## src/rtl/ai_move_engine_if.sv

```systemverilog
// ai_move_engine_if
// Move hand-off bundle between the computer-player engine and the board
// writer (input controller / board-register path).
//   move_valid : engine -> consumer, move_xoro/row/col hold a valid move
//   move_xoro  : engine -> consumer, symbol to write (AI symbol while valid)
//   move_row   : engine -> consumer, row 0..2
//   move_col   : engine -> consumer, column 0..2
//   move_ready : consumer -> engine, move accepted on the sampling edge
interface ai_move_engine_if;
  logic       move_valid;
  logic       move_ready;
  logic [1:0] move_xoro;
  logic [1:0] move_row;
  logic [1:0] move_col;

  modport master (
    output move_valid,
    output move_xoro,
    output move_row,
    output move_col,
    input  move_ready
  );

  modport slave (
    input  move_valid,
    input  move_xoro,
    input  move_row,
    input  move_col,
    output move_ready
  );
endinterface

```

## src/rtl/ai_move_engine.sv

```systemverilog
// ai_move_engine
// Computer-player stage. On start (while idle and no winner yet) it snapshots
// the board and walks the cells one per cycle in priority order:
// win, block, center, corners (0,2,6,8), edges (1,3,5,7). The chosen move is
// offered on the move interface until the consumer accepts it.
// Ports:
//   clk      : clock, rising edge
//   reset    : synchronous, active-high
//   start    : move request, only honoured in IDLE
//   board    : 18-bit board, cell i = row*3+col at bits [2i+1:2i]
//   win      : current win state, non-zero blocks a new request
//   mv       : move hand-off (master side)
//   busy     : high in every state except IDLE
//   no_move  : one-cycle pulse when no empty cell exists
module ai_move_engine #(
  parameter logic [1:0] AI_SYMBOL = 2'b01
) (
  input  logic                    clk,
  input  logic                    reset,
  input  logic                    start,
  input  logic [17:0]             board,
  input  logic [1:0]              win,
  ai_move_engine_if.master        mv,
  output logic                    busy,
  output logic                    no_move
);

  localparam logic [1:0] OPP = (AI_SYMBOL == 2'b01) ? 2'b10 : 2'b01;

  typedef enum logic [2:0] {
    IDLE        = 3'd0,
    SCAN_WIN    = 3'd1,
    SCAN_BLOCK  = 3'd2,
    CENTER      = 3'd3,
    SCAN_CORNER = 3'd4,
    SCAN_EDGE   = 3'd5,
    PRESENT     = 3'd6
  } state_t;

  state_t      state_r;
  state_t      state_next_s;
  logic [3:0]  idx_r;
  logic [3:0]  idx_next_s;
  logic [17:0] snap_r;
  logic        snap_load_s;
  logic        hit_s;
  logic [3:0]  hit_cell_s;
  logic        no_move_s;

  logic        valid_d_s;
  logic [1:0]  xoro_d_s;
  logic [1:0]  row_d_s;
  logic [1:0]  col_d_s;
  logic        busy_d_s;
  logic        no_move_d_s;

  logic        move_valid_r;
  logic [1:0]  move_xoro_r;
  logic [1:0]  move_row_r;
  logic [1:0]  move_col_r;
  logic        busy_r;
  logic        no_move_r;

  function automatic logic [1:0] cell_at(input logic [17:0] b, input logic [3:0] i);
    cell_at = b[{i, 1'b0} +: 2];
  endfunction

  function automatic logic pair_is(input logic [17:0] b, input logic [3:0] a,
                                   input logic [3:0] c, input logic [1:0] sym);
    pair_is = (cell_at(b, a) == sym) && (cell_at(b, c) == sym);
  endfunction

  // Cell k is a hit when it is empty and the other two cells of any line
  // through it already hold sym.
  function automatic logic line_hit(input logic [17:0] b, input logic [3:0] k,
                                    input logic [1:0] sym);
    logic h;
    case (k)
      4'd0:    h = pair_is(b, 4'd1, 4'd2, sym) | pair_is(b, 4'd3, 4'd6, sym) | pair_is(b, 4'd4, 4'd8, sym);
      4'd1:    h = pair_is(b, 4'd0, 4'd2, sym) | pair_is(b, 4'd4, 4'd7, sym);
      4'd2:    h = pair_is(b, 4'd0, 4'd1, sym) | pair_is(b, 4'd5, 4'd8, sym) | pair_is(b, 4'd4, 4'd6, sym);
      4'd3:    h = pair_is(b, 4'd4, 4'd5, sym) | pair_is(b, 4'd0, 4'd6, sym);
      4'd4:    h = pair_is(b, 4'd3, 4'd5, sym) | pair_is(b, 4'd1, 4'd7, sym) |
                   pair_is(b, 4'd0, 4'd8, sym) | pair_is(b, 4'd2, 4'd6, sym);
      4'd5:    h = pair_is(b, 4'd3, 4'd4, sym) | pair_is(b, 4'd2, 4'd8, sym);
      4'd6:    h = pair_is(b, 4'd7, 4'd8, sym) | pair_is(b, 4'd0, 4'd3, sym) | pair_is(b, 4'd2, 4'd4, sym);
      4'd7:    h = pair_is(b, 4'd6, 4'd8, sym) | pair_is(b, 4'd1, 4'd4, sym);
      4'd8:    h = pair_is(b, 4'd6, 4'd7, sym) | pair_is(b, 4'd2, 4'd5, sym) | pair_is(b, 4'd0, 4'd4, sym);
      default: h = 1'b0;
    endcase
    line_hit = h && (cell_at(b, k) == 2'b00);
  endfunction

  function automatic logic [3:0] corner_cell(input logic [1:0] j);
    case (j)
      2'd0:    corner_cell = 4'd0;
      2'd1:    corner_cell = 4'd2;
      2'd2:    corner_cell = 4'd6;
      2'd3:    corner_cell = 4'd8;
      default: corner_cell = 4'd0;
    endcase
  endfunction

  function automatic logic [3:0] edge_cell(input logic [1:0] j);
    case (j)
      2'd0:    edge_cell = 4'd1;
      2'd1:    edge_cell = 4'd3;
      2'd2:    edge_cell = 4'd5;
      2'd3:    edge_cell = 4'd7;
      default: edge_cell = 4'd1;
    endcase
  endfunction

  // Returns {row, col} for cell index k, avoiding a divider.
  function automatic logic [3:0] rc_of(input logic [3:0] k);
    case (k)
      4'd0:    rc_of = {2'd0, 2'd0};
      4'd1:    rc_of = {2'd0, 2'd1};
      4'd2:    rc_of = {2'd0, 2'd2};
      4'd3:    rc_of = {2'd1, 2'd0};
      4'd4:    rc_of = {2'd1, 2'd1};
      4'd5:    rc_of = {2'd1, 2'd2};
      4'd6:    rc_of = {2'd2, 2'd0};
      4'd7:    rc_of = {2'd2, 2'd1};
      4'd8:    rc_of = {2'd2, 2'd2};
      default: rc_of = {2'd0, 2'd0};
    endcase
  endfunction

  // State, scan index and board snapshot registers
  always_ff @(posedge clk) begin
    if (reset) begin
      state_r <= IDLE;
      idx_r   <= 4'd0;
      snap_r  <= 18'd0;
    end else begin
      state_r <= state_next_s;
      idx_r   <= idx_next_s;
      if (snap_load_s) begin
        snap_r <= board;
      end else begin
        snap_r <= snap_r;
      end
    end
  end

  // Next-state logic: walks the snapshot one cell per cycle
  always_comb begin
    state_next_s = state_r;
    idx_next_s   = idx_r;
    snap_load_s  = 1'b0;
    hit_s        = 1'b0;
    hit_cell_s   = 4'd0;
    no_move_s    = 1'b0;
    case (state_r)
      IDLE: begin
        if (start && (win == 2'b00)) begin
          state_next_s = SCAN_WIN;
          idx_next_s   = 4'd0;
          snap_load_s  = 1'b1;
        end else begin
          state_next_s = IDLE;
        end
      end
      SCAN_WIN: begin
        if (line_hit(snap_r, idx_r, AI_SYMBOL)) begin
          hit_s        = 1'b1;
          hit_cell_s   = idx_r;
          state_next_s = PRESENT;
          idx_next_s   = 4'd0;
        end else if (idx_r == 4'd8) begin
          state_next_s = SCAN_BLOCK;
          idx_next_s   = 4'd0;
        end else begin
          idx_next_s = idx_r + 4'd1;
        end
      end
      SCAN_BLOCK: begin
        if (line_hit(snap_r, idx_r, OPP)) begin
          hit_s        = 1'b1;
          hit_cell_s   = idx_r;
          state_next_s = PRESENT;
          idx_next_s   = 4'd0;
        end else if (idx_r == 4'd8) begin
          state_next_s = CENTER;
          idx_next_s   = 4'd0;
        end else begin
          idx_next_s = idx_r + 4'd1;
        end
      end
      CENTER: begin
        if (cell_at(snap_r, 4'd4) == 2'b00) begin
          hit_s        = 1'b1;
          hit_cell_s   = 4'd4;
          state_next_s = PRESENT;
        end else begin
          state_next_s = SCAN_CORNER;
        end
        idx_next_s = 4'd0;
      end
      SCAN_CORNER: begin
        if (cell_at(snap_r, corner_cell(idx_r[1:0])) == 2'b00) begin
          hit_s        = 1'b1;
          hit_cell_s   = corner_cell(idx_r[1:0]);
          state_next_s = PRESENT;
          idx_next_s   = 4'd0;
        end else if (idx_r == 4'd3) begin
          state_next_s = SCAN_EDGE;
          idx_next_s   = 4'd0;
        end else begin
          idx_next_s = idx_r + 4'd1;
        end
      end
      SCAN_EDGE: begin
        // Index 4 is a reporting cycle after the last edge cell was tried.
        if (idx_r == 4'd4) begin
          no_move_s    = 1'b1;
          state_next_s = IDLE;
          idx_next_s   = 4'd0;
        end else if (cell_at(snap_r, edge_cell(idx_r[1:0])) == 2'b00) begin
          hit_s        = 1'b1;
          hit_cell_s   = edge_cell(idx_r[1:0]);
          state_next_s = PRESENT;
          idx_next_s   = 4'd0;
        end else begin
          idx_next_s = idx_r + 4'd1;
        end
      end
      PRESENT: begin
        if (mv.move_ready) begin
          state_next_s = IDLE;
          idx_next_s   = 4'd0;
        end else begin
          state_next_s = PRESENT;
        end
      end
      default: begin
        state_next_s = IDLE;
        idx_next_s   = 4'd0;
      end
    endcase
  end

  // Output logic: next values of the registered outputs
  always_comb begin
    valid_d_s   = 1'b0;
    xoro_d_s    = 2'b00;
    row_d_s     = 2'b00;
    col_d_s     = 2'b00;
    busy_d_s    = (state_next_s != IDLE);
    no_move_d_s = no_move_s;
    if (hit_s) begin
      valid_d_s          = 1'b1;
      xoro_d_s           = AI_SYMBOL;
      {row_d_s, col_d_s} = rc_of(hit_cell_s);
    end else if (state_next_s == PRESENT) begin
      // Hold the offered move until it is accepted.
      valid_d_s = 1'b1;
      xoro_d_s  = AI_SYMBOL;
      row_d_s   = move_row_r;
      col_d_s   = move_col_r;
    end else begin
      valid_d_s = 1'b0;
    end
  end

  // Output registers
  always_ff @(posedge clk) begin
    if (reset) begin
      move_valid_r <= 1'b0;
      move_xoro_r  <= 2'b00;
      move_row_r   <= 2'b00;
      move_col_r   <= 2'b00;
      busy_r       <= 1'b0;
      no_move_r    <= 1'b0;
    end else begin
      move_valid_r <= valid_d_s;
      move_xoro_r  <= xoro_d_s;
      move_row_r   <= row_d_s;
      move_col_r   <= col_d_s;
      busy_r       <= busy_d_s;
      no_move_r    <= no_move_d_s;
    end
  end

  assign mv.move_valid = move_valid_r;
  assign mv.move_xoro  = move_xoro_r;
  assign mv.move_row   = move_row_r;
  assign mv.move_col   = move_col_r;
  assign busy          = busy_r;
  assign no_move       = no_move_r;

endmodule

```

## src/flat_wrapper.sv

```systemverilog
// flat-port wrapper written by rule: the top's interface ports become plain ports
module ai_move_engine_flat 
#(
  parameter logic [1:0] AI_SYMBOL = 2'b01
)
  (clk, reset, start, board, win, busy, no_move, mv_move_valid, mv_move_xoro, mv_move_row, mv_move_col, mv_move_ready);
  ai_move_engine_if mv_i ();
  input  logic clk;
  input  logic reset;
  input  logic start;
  input  logic [17:0] board;
  input  logic [1:0] win;
  output logic busy;
  output logic no_move;
  output wire logic [$bits(mv_i.move_valid)-1:0] mv_move_valid;
  output wire logic [$bits(mv_i.move_xoro)-1:0] mv_move_xoro;
  output wire logic [$bits(mv_i.move_row)-1:0] mv_move_row;
  output wire logic [$bits(mv_i.move_col)-1:0] mv_move_col;
  input wire logic [$bits(mv_i.move_ready)-1:0] mv_move_ready;
  assign mv_move_valid = mv_i.move_valid;
  assign mv_move_xoro = mv_i.move_xoro;
  assign mv_move_row = mv_i.move_row;
  assign mv_move_col = mv_i.move_col;
  assign mv_i.move_ready = mv_move_ready;
  ai_move_engine #(.AI_SYMBOL(AI_SYMBOL)) u_core (.clk(clk), .reset(reset), .start(start), .board(board), .win(win), .mv(mv_i), .busy(busy), .no_move(no_move));
endmodule
```

## config.mk

```make
export PLATFORM = sky130hd
export DESIGN_NAME = ai_move_engine_flat
export DESIGN_NICKNAME = d
export VERILOG_FILES = /design/src/rtl/ai_move_engine_if.sv /design/src/rtl/ai_move_engine.sv /design/src/flat_wrapper.sv
export SDC_FILE = /design/constraint.sdc
export NUM_CORES = 1
export LEC_CHECK = 0
export BUFFER_PORTS_ARGS = -buffer_cell sky130_fd_sc_hd__buf_4
export CORE_UTILIZATION = 64
export DETAILED_ROUTE_END_ITERATION = 8
export GPL_TIMING_DRIVEN = 0
export PLACE_DENSITY = 0.93
export SYNTH_ARGS = -nofsm -noshare
export SYNTH_HDL_FRONTEND = slang
export SYNTH_SLANG_ARGS = --single-unit
```

## constraint.sdc

```tcl
create_clock -name clk -period 5.6 [get_ports clk]
set_input_delay 0.56 -clock clk [delete_from_list [all_inputs] [get_ports clk]]
set_output_delay 0.56 -clock clk [all_outputs]
set_load 0.01 [all_outputs]
```

==> out/results.txt <==
Routed vias -> 3084
First DRT Iteration DRCs -> 431
Power density cells -> 245 nW/um2
Critical Path End Type -> flop
Final ANT Viol Nets -> 0
TritonRoute pass-1 iters -> 5
Hold Crit Depth -> 2
Period utilization -> 0.658
# resized after CTS -> 0
Mapped Cells -> 353
Worst R2R Start -> u_core.idx_r[1]
Crit path max-delay cell type -> dfxtp_1
GR Overflow Total -> 0
Worst stage delay on the critical path -> 0.55 ns
Netlist cell types -> 64
Mapped cell area -> 2740 um2
Rel. slew slack -> 0.448
CP dominant cell by count -> inv_1
Post-synthesis simple-gate area fraction -> 0.412
Critical path class -> reg2reg
Non-filler cells, final -> 441
Final max-slew violation count -> 0
Syn. warnings -> 0
Worst-Skew Late Latency -> 0.30 ns
Synth top area cells -> dfxtp_1 23%, nor4bb_1 15%, nand2_1 7.1%, a21oi_1 4.7%, ha_1 3.7%
DRC -> 0
Met3 Wirelength -> 1060 um
Register area share after synthesis -> 0.234
Adder-cell area share of the yosys netlist -> 0.0365
First-pass GRT wire length -> 12700 um
Clk sinks -> 32
GP Congestion -> 1.00
Final wirelength -> 8360 um
# fillers -> 323
Die footprint -> 4550 um2
Share of layout cells above drive strength 1 -> 0.179
Port-buffer cells -> 30
Post-synth ARST share -> 0
Clock Pin Slew Worst Setup and Hold Paths -> 0.08 ns
WL met1 -> 3430 um
Total Nets Final -> 422
Dpl cells -> 433
Die Wd -> 67.4 um
RSZ-0062 raised after global routing -> no
CTS H-tree depth -> 2
Via-to-Cell Ratio -> 6.99
Setup_tns -> 0 ns
Post-synthesis compound-gate area fraction -> 0.241
# IOs -> 33
Post-synthesis net count -> 385
CTS tree -> done
Synthesized area per cell -> 7.76 um2
Total GRT Usage -> 0.383
Num CTS Buffers -> 5
Critical Path RT -> 5.80 ns
Startpoint types -> flop
Clock Tree Root -> clkbuf_8
Synth top area share -> 0.234
Status -> completed
Slew of the pin with the lowest slew margin -> 0.821 ns
Area after DPL -> 3030 um2
Die H -> 67.4 um
Largest net degree at the start of global routing -> 11
Worst EP arrival -> 3.88 ns
Post-synthesis mux area share -> 0.0155
CTS max path bufs -> 2
Hold Buf Count CTS -> 0
Row cnt -> 23
HPWL Detailed -> 5820 um
Tmin final -> 3.69 ns
Uppermost layer routed -> met4
Number of global-route vias before repair -> 2525
Final Hold Viols -> 0
Placeable Area -> 4060 um2
HP Start -> u_core.mv.move_row[0]
Max Cap Viol -> 0
Reg-to-reg slack, setup -> 1.91 ns
Worst path cell trace -> inv_1 > ha_1 > clkbuf_1 > and3b_1 > o31ai_1 > nand3_1 > nor4_2 > o22ai_2 > a31oi_1 > inv_1 > ha_1 > inv_1 > o22ai_1 > a22o_1
Postcts setup bufs -> 0
XOR/XNOR share of the synthesized area -> 0
Worst VDD drop -> 0.221 mV
Diodes inserted -> 0
Register-to-Register Path Depth -> 14
Starting Density -> 0.675
Final setup viols -> 0
Hold Crit Endpoint -> u_core.mv.move_row[0]
Layout Utilization -> 0.779
Max Clk Rate -> 271 MHz
Worst-path fanout max -> 10
Fin area -> 3160 um2
RR Endpoint -> u_core.mv.move_col[0]
Post-synth EDFFs -> 0
Hold Path Class -> reg2reg
FF+latch count, synth -> 32
P&R area growth vs syn -> 15.3%
Top_reg_cell synth -> dfxtp_1
Final Skew -> 0.0124 ns
Main combinational cell family by area after synthesis -> simple AND/OR/NAND/NOR gates
Initial antenna violation count -> 0
Largest area contributor in the netlist -> dfxtp_1
Leakage -> 1.21 nW
Routed wl met2 -> 3540 um
Wirelength per Cell -> 19.0 um
## worst max-delay path, delay by kind of cell (launching register included)
family          cells  cell delay, ns
flops               1            0.55
compound gates      5            1.02
buf+inv             4            0.59
fa+ha+maj           2            0.49
simple gates        3            0.93
## power by group
part / total, mW / internal [mW] / switching, mW
Sequential: 0.272 / 0.245 / 0.0266
Combinational: 0.253 / 0.102 / 0.151
Clock: 0.251 / 0.157 / 0.0939
## worst max-delay path by stage
| stage | start | end |
|---|---|---|
| floorplan | u_core.idx_r[1] | u_core.busy |
| global placement | u_core.idx_r[1] | u_core.mv.move_col[0] |
| detailed placement | u_core.idx_r[1] | u_core.mv.move_col[0] |
| CTS | u_core.idx_r[1] | u_core.mv.move_col[0] |
| global route | u_core.idx_r[1] | u_core.mv.move_col[1] |
| finish | u_core.idx_r[1] | u_core.mv.move_col[0] |
## synth_stat cells (all sizes together), types with 4 or more instances
cell and number:
nand2 53, nor4bb 40, dfxtp 32, a21oi 27
nor2 27, buf 15, clkbuf 14, o21ai 12
nor3 11, nand3 10, and4bb 8, ha 8
a31oi 7, inv 7, o211ai 7, nor2b 6
o311ai 6, nand2b 5, o31ai 5, a21o 4
o22ai 4
## cells in the final DEF (no fill, tap or decap), types with 7 or more instances in the layout
master,count
nand2_1,52
nor4bb_1,40
buf_4,35
dfxtp_1,32
nor2_1,26
a21oi_1,26
clkbuf_1,14
o21ai_0,11
nor3_1,11
nand3_1,10
buf_2,9
ha_1,8
o211ai_1,7
inv_1,7
clkbuf_8,7
## stage by stage
step           total power, mW  hold WS, ns  setup slack [ns]
6_report                 0.775        0.474              1.91
5_1_grt                  0.804        0.513              1.78
4_1_cts                  0.766        0.473              2.03
3_5_place_dp             0.515        0.463              2.04
3_3_place_gp             0.513        0.452              2.07
2_1_floorplan            0.445        0.488              2.68
## registers in the layout, indices dropped and copies added, names as in the netlist
name / flops
u_core.snap_r: 18
u_core.idx_r: 4
u_core.state_r: 3
u_core.mv.move_col: 2
u_core.mv.move_row: 2
u_core.busy: 1
u_core.mv.move_xoro: 1
u_core.no_move: 1
## cell type report
cell class / instances / area [um2] / share of cell area
multi-input cells: 285 / 1940 / 0.614
plain buffers: 29 / 139 / 0.0439
well taps: 50 / 62.6 / 0.0198
clock inverters: 1 / 30.0 / 0.00950
inverters: 7 / 26.3 / 0.00831
flip-flops and latches: 32 / 641 / 0.203
clock buffers: 7 / 96.3 / 0.0305
repair buffers: 30 / 225 / 0.0713
## per-layer routing
layer  track usage  up-vias
li1              -     1411
met1         0.539     1381
met2         0.555      252
met3        0.0811       40
met4         0.168        0
met5             0        -
## logic make-up after synthesis
family | after synthesis
other cells | 1
buf+inv | 36
mux | 3
simple gates | 180
compound gates | 93
flops | 32
fa+ha+maj | 8
No activity file was read; power rests on OpenSTA's default activity.
